<file path="src/rtl/nfa_range_engine_pkg.sv">
// -----------------------------------------------------------------------------
// nfa_engine_pkg
// Shared types and width helpers for the programmable range NFA engine.
//   start_type_e : STE start behaviour (none / start-of-data / every symbol)
//   cfg_sel_e    : target of a configuration write (range / fan-in row / attr)
//   max_int      : larger of two integers (config data width)
//   sel_width    : select width for an N-way index, never less than one bit
// -----------------------------------------------------------------------------
package nfa_engine_pkg;

   typedef enum logic [1:0] {
      NONE          = 2'd0,
      START_OF_DATA = 2'd1,
      ALL_INPUT     = 2'd2
   } start_type_e;

   typedef enum logic [1:0] {
      RANGE = 2'd0,
      ROW   = 2'd1,
      ATTR  = 2'd2
   } cfg_sel_e;

   function automatic int max_int(input int a, input int b);
      return (a > b) ? a : b;
   endfunction

   function automatic int sel_width(input int n);
      return (n > 1) ? $clog2(n) : 1;
   endfunction

endpackage

</file>
<file path="src/rtl/nfa_range_engine_if.sv">
// -----------------------------------------------------------------------------
// nfa_range_engine_if
// Bundles the symbol stream, flush, configuration port, report port and the
// debug active vector of nfa_range_engine.
//   master : environment side (offers symbols, writes config, takes reports)
//   slave  : engine side
// -----------------------------------------------------------------------------
interface nfa_range_engine_if
   import nfa_engine_pkg::*;
#(
   parameter int SYM_W = 8,
   parameter int N_STE = 16,
   parameter int N_RNG = 2,
   parameter int IDX_W = 16,
   parameter int CFG_W = max_int(2 * SYM_W, N_STE)
) ();

   localparam int STE_SEL_W = sel_width(N_STE);
   localparam int RNG_SEL_W = sel_width(N_RNG);

   logic                 sym_valid;
   logic [SYM_W-1:0]     sym;
   logic                 sym_ready;
   logic                 flush;
   logic                 cfg_we;
   logic [1:0]           cfg_sel;
   logic [STE_SEL_W-1:0] cfg_ste;
   logic [RNG_SEL_W-1:0] cfg_rng;
   logic [CFG_W-1:0]     cfg_wdata;
   logic                 rpt_valid;
   logic                 rpt_ready;
   logic [IDX_W-1:0]     rpt_idx;
   logic [N_STE-1:0]     rpt_vec;
   logic [N_STE-1:0]     active;

   modport master (
      output sym_valid, sym, flush, cfg_we, cfg_sel, cfg_ste, cfg_rng, cfg_wdata, rpt_ready,
      input  sym_ready, rpt_valid, rpt_idx, rpt_vec, active
   );

   modport slave (
      input  sym_valid, sym, flush, cfg_we, cfg_sel, cfg_ste, cfg_rng, cfg_wdata, rpt_ready,
      output sym_ready, rpt_valid, rpt_idx, rpt_vec, active
   );

endinterface

</file>
<file path="src/rtl/nfa_report_fifo.sv">
// -----------------------------------------------------------------------------
// nfa_report_fifo
// Synchronous FIFO holding report entries. Output data comes straight from the
// storage registers at the read pointer, so a push into an empty FIFO is
// visible on o_data in the next cycle (no bypass path).
//   clk, reset_n : clock, asynchronous active-low reset
//   i_push/i_data: write strobe and entry (ignored when full)
//   i_pop        : read strobe (ignored when empty)
//   o_data       : head entry
//   o_full/o_empty/o_count : occupancy status
// -----------------------------------------------------------------------------
module nfa_report_fifo #(
   parameter int DEPTH  = 4,
   parameter int DATA_W = 8
) (
   input  logic                     clk,
   input  logic                     reset_n,
   input  logic                     i_push,
   input  logic [DATA_W-1:0]        i_data,
   input  logic                     i_pop,
   output logic [DATA_W-1:0]        o_data,
   output logic                     o_full,
   output logic                     o_empty,
   output logic [$clog2(DEPTH):0]   o_count
);

   localparam int PTR_W = $clog2(DEPTH);
   localparam int CNT_W = PTR_W + 1;

   logic [DATA_W-1:0] r_mem [DEPTH];
   logic [PTR_W-1:0]  r_wr_ptr;
   logic [PTR_W-1:0]  r_rd_ptr;
   logic [CNT_W-1:0]  r_count;
   logic              w_do_push;
   logic              w_do_pop;

   assign o_full    = (r_count == CNT_W'(DEPTH));
   assign o_empty   = (r_count == {CNT_W{1'b0}});
   assign o_count   = r_count;
   assign o_data    = r_mem[r_rd_ptr];
   assign w_do_push = i_push && !o_full;
   assign w_do_pop  = i_pop && !o_empty;

   // Storage, pointers and occupancy; pointers wrap naturally (DEPTH is 2^n)
   always_ff @(posedge clk or negedge reset_n) begin
      if (!reset_n) begin
         for (int k = 0; k < DEPTH; k++) begin
            r_mem[k] <= {DATA_W{1'b0}};
         end
         r_wr_ptr <= {PTR_W{1'b0}};
         r_rd_ptr <= {PTR_W{1'b0}};
         r_count  <= {CNT_W{1'b0}};
      end else begin
         if (w_do_push) begin
            r_mem[r_wr_ptr] <= i_data;
            r_wr_ptr        <= r_wr_ptr + PTR_W'(1);
         end
         if (w_do_pop) begin
            r_rd_ptr <= r_rd_ptr + PTR_W'(1);
         end
         case ({w_do_push, w_do_pop})
            2'b10:   r_count <= r_count + CNT_W'(1);
            2'b01:   r_count <= r_count - CNT_W'(1);
            default: r_count <= r_count;
         endcase
      end
   end

endmodule

</file>
<file path="src/rtl/nfa_range_engine.sv">
// -----------------------------------------------------------------------------
// nfa_range_engine
// Runtime-programmable NFA of N_STE state-transition elements. Each STE owns
// N_RNG symbol ranges, a fan-in row, a start type and a report flag. Accepted
// symbols advance the active vector; non-empty report vectors are pushed with
// the symbol index into a report FIFO.
//   clk, reset_n : clock, asynchronous active-low reset
//   bus (slave)  : symbol stream, flush, config port, report port, active
// -----------------------------------------------------------------------------
module nfa_range_engine
   import nfa_engine_pkg::*;
#(
   parameter int SYM_W  = 8,
   parameter int N_STE  = 16,
   parameter int N_RNG  = 2,
   parameter int FIFO_D = 4,
   parameter int IDX_W  = 16,
   parameter int CFG_W  = max_int(2 * SYM_W, N_STE)
) (
   input logic                clk,
   input logic                reset_n,
   nfa_range_engine_if.slave  bus
);

   localparam int STE_SEL_W = sel_width(N_STE);
   localparam int RNG_SEL_W = sel_width(N_RNG);
   localparam int RPT_W     = IDX_W + N_STE;
   localparam int CNT_W     = $clog2(FIFO_D) + 1;

   logic [N_STE-1:0] r_active;
   logic [IDX_W-1:0] r_idx;
   logic             r_sod_armed;

   logic [N_STE-1:0] w_next;
   logic [N_STE-1:0] w_rpt_mask;
   logic [N_STE-1:0] w_nxt_rpt;
   logic             w_accept;
   logic             w_push;
   logic             w_pop;
   logic [RPT_W-1:0] w_push_data;
   logic [RPT_W-1:0] w_head;
   logic             w_fifo_full;
   logic             w_fifo_empty;
   logic [CNT_W-1:0] w_fifo_count;

   // Ready depends only on FIFO occupancy (and flush), never on sym_valid
   assign bus.sym_ready = (w_fifo_count < CNT_W'(FIFO_D)) && !bus.flush;
   assign w_accept      = bus.sym_valid && bus.sym_ready;
   assign w_nxt_rpt     = w_next & w_rpt_mask;
   assign w_push        = w_accept && (|w_nxt_rpt) && !w_fifo_full;
   assign w_push_data   = {r_idx, w_nxt_rpt};
   assign w_pop         = !w_fifo_empty && bus.rpt_ready;

   assign bus.rpt_valid = !w_fifo_empty;
   assign bus.rpt_idx   = w_head[RPT_W-1:N_STE];
   assign bus.rpt_vec   = w_head[N_STE-1:0];
   assign bus.active    = r_active;

   for (genvar gi = 0; gi < N_STE; gi++) begin : g_ste
      logic [SYM_W-1:0] r_lo [N_RNG];
      logic [SYM_W-1:0] r_hi [N_RNG];
      logic [N_STE-1:0] r_row;
      logic [1:0]       r_start;
      logic             r_report;
      logic             w_sel_ste;
      logic [N_RNG-1:0] w_rm;
      logic             w_start_en;

      assign w_sel_ste = bus.cfg_we && (bus.cfg_ste == STE_SEL_W'(gi));

      // Config registers; written at the edge, so a same-cycle symbol sees the old values
      always_ff @(posedge clk or negedge reset_n) begin
         if (!reset_n) begin
            for (int r = 0; r < N_RNG; r++) begin
               r_lo[r] <= {SYM_W{1'b1}};
               r_hi[r] <= {SYM_W{1'b0}};
            end
            r_row    <= {N_STE{1'b0}};
            r_start  <= NONE;
            r_report <= 1'b0;
         end else if (w_sel_ste) begin
            case (bus.cfg_sel)
               RANGE: begin
                  for (int r = 0; r < N_RNG; r++) begin
                     if (bus.cfg_rng == RNG_SEL_W'(r)) begin
                        r_lo[r] <= bus.cfg_wdata[SYM_W-1:0];
                        r_hi[r] <= bus.cfg_wdata[2*SYM_W-1:SYM_W];
                     end
                  end
               end
               ROW:     r_row <= bus.cfg_wdata[N_STE-1:0];
               ATTR: begin
                  r_start  <= bus.cfg_wdata[1:0];
                  r_report <= bus.cfg_wdata[2];
               end
               default: r_row <= r_row;
            endcase
         end
      end

      // lo > hi yields an empty range without special handling
      for (genvar gr = 0; gr < N_RNG; gr++) begin : g_rng
         assign w_rm[gr] = (bus.sym >= r_lo[gr]) && (bus.sym <= r_hi[gr]);
      end

      // Start type 3 is treated like NONE because it matches neither term
      assign w_start_en = (r_start == ALL_INPUT) ||
                          ((r_start == START_OF_DATA) && r_sod_armed);
      assign w_next[gi]     = (|w_rm) && ((|(r_active & r_row)) || w_start_en);
      assign w_rpt_mask[gi] = r_report;
   end

   // Engine state: flush beats accept; otherwise hold
   always_ff @(posedge clk or negedge reset_n) begin
      if (!reset_n) begin
         r_active    <= {N_STE{1'b0}};
         r_idx       <= {IDX_W{1'b0}};
         r_sod_armed <= 1'b1;
      end else if (bus.flush) begin
         r_active    <= {N_STE{1'b0}};
         r_idx       <= {IDX_W{1'b0}};
         r_sod_armed <= 1'b1;
      end else if (w_accept) begin
         r_active    <= w_next;
         r_idx       <= r_idx + IDX_W'(1);
         r_sod_armed <= 1'b0;
      end else begin
         r_active    <= r_active;
         r_idx       <= r_idx;
         r_sod_armed <= r_sod_armed;
      end
   end

   nfa_report_fifo #(
      .DEPTH  (FIFO_D),
      .DATA_W (RPT_W)
   ) u_fifo (
      .clk     (clk),
      .reset_n (reset_n),
      .i_push  (w_push),
      .i_data  (w_push_data),
      .i_pop   (w_pop),
      .o_data  (w_head),
      .o_full  (w_fifo_full),
      .o_empty (w_fifo_empty),
      .o_count (w_fifo_count)
   );

endmodule
</file>
<file path="src/flat_wrapper.sv">
// flat-port wrapper written by rule: the top's interface ports become plain ports
module nfa_range_engine_flat import nfa_engine_pkg::*;
#(
   parameter int SYM_W  = 8,
   parameter int N_STE  = 16,
   parameter int N_RNG  = 2,
   parameter int FIFO_D = 4,
   parameter int IDX_W  = 16,
   parameter int CFG_W  = max_int(2 * SYM_W, N_STE)
)
  (clk, reset_n, bus_sym_valid, bus_sym, bus_flush, bus_cfg_we, bus_cfg_sel, bus_cfg_ste, bus_cfg_rng, bus_cfg_wdata, bus_rpt_ready, bus_sym_ready, bus_rpt_valid, bus_rpt_idx, bus_rpt_vec, bus_active);
  nfa_range_engine_if #(.SYM_W(SYM_W), .N_STE(N_STE), .N_RNG(N_RNG), .IDX_W(IDX_W), .CFG_W(CFG_W)) bus_i ();
  input logic clk;
  input logic reset_n;
  input wire logic [$bits(bus_i.sym_valid)-1:0] bus_sym_valid;
  input wire logic [$bits(bus_i.sym)-1:0] bus_sym;
  input wire logic [$bits(bus_i.flush)-1:0] bus_flush;
  input wire logic [$bits(bus_i.cfg_we)-1:0] bus_cfg_we;
  input wire logic [$bits(bus_i.cfg_sel)-1:0] bus_cfg_sel;
  input wire logic [$bits(bus_i.cfg_ste)-1:0] bus_cfg_ste;
  input wire logic [$bits(bus_i.cfg_rng)-1:0] bus_cfg_rng;
  input wire logic [$bits(bus_i.cfg_wdata)-1:0] bus_cfg_wdata;
  input wire logic [$bits(bus_i.rpt_ready)-1:0] bus_rpt_ready;
  output wire logic [$bits(bus_i.sym_ready)-1:0] bus_sym_ready;
  output wire logic [$bits(bus_i.rpt_valid)-1:0] bus_rpt_valid;
  output wire logic [$bits(bus_i.rpt_idx)-1:0] bus_rpt_idx;
  output wire logic [$bits(bus_i.rpt_vec)-1:0] bus_rpt_vec;
  output wire logic [$bits(bus_i.active)-1:0] bus_active;
  assign bus_i.sym_valid = bus_sym_valid;
  assign bus_i.sym = bus_sym;
  assign bus_i.flush = bus_flush;
  assign bus_i.cfg_we = bus_cfg_we;
  assign bus_i.cfg_sel = bus_cfg_sel;
  assign bus_i.cfg_ste = bus_cfg_ste;
  assign bus_i.cfg_rng = bus_cfg_rng;
  assign bus_i.cfg_wdata = bus_cfg_wdata;
  assign bus_i.rpt_ready = bus_rpt_ready;
  assign bus_sym_ready = bus_i.sym_ready;
  assign bus_rpt_valid = bus_i.rpt_valid;
  assign bus_rpt_idx = bus_i.rpt_idx;
  assign bus_rpt_vec = bus_i.rpt_vec;
  assign bus_active = bus_i.active;
  nfa_range_engine #(.SYM_W(SYM_W), .N_STE(N_STE), .N_RNG(N_RNG), .FIFO_D(FIFO_D), .IDX_W(IDX_W), .CFG_W(CFG_W)) u_core (.clk(clk), .reset_n(reset_n), .bus(bus_i));
endmodule
</file>
<file path="config.mk">
export PLATFORM = sky130hd
export DESIGN_NAME = nfa_range_engine_flat
export DESIGN_NICKNAME = d
export VERILOG_FILES = /design/src/rtl/nfa_range_engine_pkg.sv /design/src/rtl/nfa_range_engine_if.sv /design/src/rtl/nfa_report_fifo.sv /design/src/rtl/nfa_range_engine.sv /design/src/flat_wrapper.sv
export SDC_FILE = /design/constraint.sdc
export NUM_CORES = 2
export LEC_CHECK = 0
export ABC_CLOCK_PERIOD_IN_PS = 4210
export CORE_MARGIN = 2
export CORE_UTILIZATION = 63
export DETAILED_ROUTE_END_ITERATION = 12
export PLACE_DENSITY = 0.8
export SYNTH_ARGS = -nofsm -noshare
export SYNTH_HDL_FRONTEND = slang
export SYNTH_SLANG_ARGS = --single-unit
</file>
<file path="constraint.sdc">
create_clock -name clk -period 4.21 [get_ports clk]
set_input_delay 0.842 -clock clk [delete_from_list [all_inputs] [get_ports clk]]
set_output_delay 0.842 -clock clk [all_outputs]
set_load 0.05 [all_outputs]
</file>
==> impl_results.md <==
- Minimum setup slack among reg-to-reg paths: 0.13 ns
- Iter 0 DRT Violations: 3567
- NumNets Final: 5456
- Critical path endpoint category: flip-flop
- Worst-skew pair later-pin latency: between 0.7 and 0.8 ns
- Global router's overall resource usage: 34.7%
- Overall via count from detail_route: 38499
- Clock buffer count from CTS: 100
- Portion of synthesized cell area occupied by the leading cell type: 34.9%
- Pin count of the biggest net entering global routing: 98
- Total Power: 25.9 mW
- Sequential share of the synthesized area: a little under half
- Synth Instances: 4658
- Post-layout util: 72.8%
- Clock Tree Buf Depth: 3
- Total instance count after detailed placement: 5856
- WL/cell: 24.4 um
- Initial cell density of the core: 63.6%
- Endpoint of the lowest-slack register-to-register path: u_core.u_fifo.o_count[2]
- Post-DP HPWL: around 93000 um
- Fin cells: a little over 6000
- Peak Freq: about 240 MHz
- Slowest CP cell: sky130_fd_sc_hd__dfrtp_1
- Max incr delay on CP: 0.69 ns
- Number of antenna violations at the first check in global routing: 1
- Most frequently used flop master after synthesis: sky130_fd_sc_hd__dfrtp_1
- # clock sinks: 984
- EDFF count, synth: 0
- Worst Path Class, Setup: reg -> reg
- Data arrival time of the critical path: approximately 4.7 ns
- Final count of pins violating max slew: 0
- CTS tree: built
- YS warnings: 0
- Hold Buf Count CTS: 0
- Filler Cells Inserted: 5288
- Top post-synthesis cells by area: sky130_fd_sc_hd__dfrtp_1 35%, sky130_fd_sc_hd__dfstp_2 13%, sky130_fd_sc_hd__ha_1 12%
- Count of unique library cells instantiated by Yosys: 57
- FF+latch count, synth: 984
- Share of flip-flops with an asynchronous set or reset: 100%
- Placement row count: 105
- Post-synthesis instance area: 0.0521 sq mm
- I/O pin total: 87
- Leakage power: 28.5 nW
- Vias per std cell: 6.36
- Slew margin rel.: between 20 and 30%
- Worst IR drop on VDD: 0.522 mV
- Count of final setup violators: 0
- Library cell occupying the most area in the post-synthesis netlist: sky130_fd_sc_hd__dfrtp_1
- Post-route cell area: roughly 0.060 sq mm
- Area of combinational cells with multiple inputs: 0.0246 sq mm
- Hold WC Path Type: in -> async
- Depth of the worst register-to-register path: 15
- Reg-to-reg startpoint: u_core.bus.active[5]
- Sum of routed wire length over all layers: approximately 150000 um
- Worst Tran Pin Value: 1.09 ns
- Setup repair after global routing missed its margin: false
- Total of max-cap violations: 0
- Root buffer cell: sky130_fd_sc_hd__clkbuf_16
- Chip width: just under 300 um
- Critical-path maximum fanout: 11
- Drt pass-1 iters: 6
- Number of global-route vias before repair: 39972
- Die area: about 0.085 sq mm
- Worst endpoint required time: ~4.8 ns
- Worst hold slack across all endpoints: 0.294 ns
- Final RePlAce weighted congestion: between 0.8 and 0.9
- Wire length of the first global-routing pass: 229000 um
- Fin Clk Skew: 0.0662 ns
- Total of buffers placed on input and output ports: 86
- Run status: finished, final reports clean
- Startpoint Class: flip-flop
- Area of the core region: ~0.08 sq mm
- Hold violation count in the final report: 0
- Time the worst path needs with I/O delays and setup: 4.08 ns
- Cell area power density: 434 mW/mm^2
- Residual overflow from global routing: 0
- Sequential cell area: 0.0249 sq mm
- Post-DP Area: approximately 0.056 sq mm
- Post-Syn Nets: 5214
- Fraction of final layout cells with drive strength greater than 1: 29.4%
- Avg Cell Area, Syn: 11.2 sq um
- Syn-to-layout area delta: 14.5%
- Die span in y: approximately 290 um
- Worst path cell trace: buf_4 -> a222oi_1 -> nand4_1 -> a2111oi_1 -> buf_4 -> o32ai_1 -> nor4_4 -> a21boi_2 -> inv_2 -> ha_4 -> inv_2 -> fa_2 -> xor2_1 -> nor2_1 -> xor2_1
- Clk pin slew, worst setup/hold paths: roughly 0.070 ns
- Period Utilization, post-route: 97.0%
- H-Tree Depth: 3
- DRC violation count after routing: 0
- Antenna-violating nets left: 0
-- how the worst max path moves through the flow --
stage,from,endpoint,slack [ns],depth (start not counted)
finish,u_core.bus.active[5],u_core.u_fifo.o_count[2],0.13,15
global route,bus_sym[0],u_core.u_fifo.o_count[2],0.006,20
CTS,bus_sym[0],u_core.u_fifo.o_count[2],0.007,19
detailed placement,bus_sym[0],u_core.u_fifo.o_count[2],-0.79,20
global placement,bus_sym[0],u_core.u_fifo.o_count[2],-0.75,21
floorplan,bus_sym[0],u_core.u_fifo.o_count[2],-0.49,17
-- synth_stat cells (all sizes together) (4+ instances only) --
cell,count
nand3b,4
nand4,114
mux4,32
clkbuf,220
nor3b,6
nand2,441
dfrtp,727
nor2,97
xnor2,5
and4,6
buf,28
or3,16
xor2,11
a221o,4
o22ai,23
nand3,54
a21oi,221
ha,518
a22oi,90
a211o,11
o21ai,358
a21o,6
o21a,27
o22a,5
o32ai,7
o31ai,12
nor2b,39
mux2,651
a211oi,11
inv,483
o211ai,32
o32a,4
a22o,11
a222oi,16
nor3,19
dfstp,257
nand2b,37
a221oi,12
a2111oi,27
-- report_power, final --
part / total, mW / internal (mW) / switching, mW
combinational: 5.49 / 2.39 / 3.10
clock: 8.96 / 5.00 / 3.96
sequential: 11.4 / 10.7 / 0.695
-- metrics by stage --
step	setup TNS, ns	worst slack [ns]
global placement	-64.05	-0.754
global route	0	0.00594
detailed placement	-71.15	-0.790
finish	0	0.125
CTS	0	0.00682
floorplan	-8.84	-0.492
-- kinds of logic after synthesis --
family / count (synthesis) / synth area share [%]
AND/OR/NAND/NOR: 844 / 7.49
XOR/XNOR: 16 / 0.269
buffers and inverters: 731 / 5.46
multiplexers: 684 / 16.2
adder cells (fa/ha/maj): 519 / 12.5
flip-flops: 984 / 47.9
AO/OA/AOI/OAI: 880 / 10.2
-- critical path, delay by kind of cell (launching register included) --
kind | cells | cell delay (ns)
compound gates | 4 | 1.22
xor+xnor | 2 | 0.29
fa+ha+maj | 2 | 0.45
buf+inv | 4 | 0.70
flops | 1 | 0.69
simple gates | 3 | 0.59
-- cell type report --
class	count	area share, %
timing repair buffer	388	6.15
inverter	483	3.04
antenna	1	0.00419
clock buffer	157	4.95
sequential	984	41.8
multi-input combinational	2943	41.2
tap	1070	2.24
clock inverter	30	0.633
-- sequential cells by signal (all words and copies together) (netlist names) --
register                count
u_core.bus.active          16
u_core.g_ste.r_hi         256
u_core.g_ste.r_lo         256
u_core.g_ste.r_report      16
u_core.g_ste.r_row        256
u_core.g_ste.r_start       32
u_core.r_idx               16
u_core.r_sod_armed          1
u_core.u_fifo.o_count       3
u_core.u_fifo.r_mem       128
u_core.u_fifo.r_rd_ptr      2
u_core.u_fifo.r_wr_ptr      2
-- per-layer routing --
| metal | GRT usage [%] | up-vias | wire length, um |
|---|---|---|---|
| met5 | 0 | - | 27 |
| met4 | 15.5 | 4 | 7220 |
| met3 | 6.70 | 470 | 12400 |
| met2 | 54.8 | 1722 | 67800 |
| met1 | 46.8 | 19454 | 60300 |
| li1 | - | 16849 | - |
-- timing repair --
item	CTS	global route
pin swaps	3	10
setup buffers	1	8
resized for setup	3	13
gates cloned	0	3
setup endpoints to repair	1	3
-- placed cells by master, fill, tap and decap left out, types with 85 or more instances in the layout --
master and count:
sky130_fd_sc_hd__dfstp_2 257, sky130_fd_sc_hd__buf_4 262, sky130_fd_sc_hd__nand2_1 441, sky130_fd_sc_hd__mux2_2 531, sky130_fd_sc_hd__a22oi_1 85, sky130_fd_sc_hd__dfrtp_1 725
sky130_fd_sc_hd__nand4_1 114, sky130_fd_sc_hd__a21oi_1 217, sky130_fd_sc_hd__nor2_1 86, sky130_fd_sc_hd__clkbuf_16 103, sky130_fd_sc_hd__mux2_4 119, sky130_fd_sc_hd__ha_1 517
sky130_fd_sc_hd__o21ai_0 353, sky130_fd_sc_hd__inv_1 480
(Power assumes the default switching activity.)
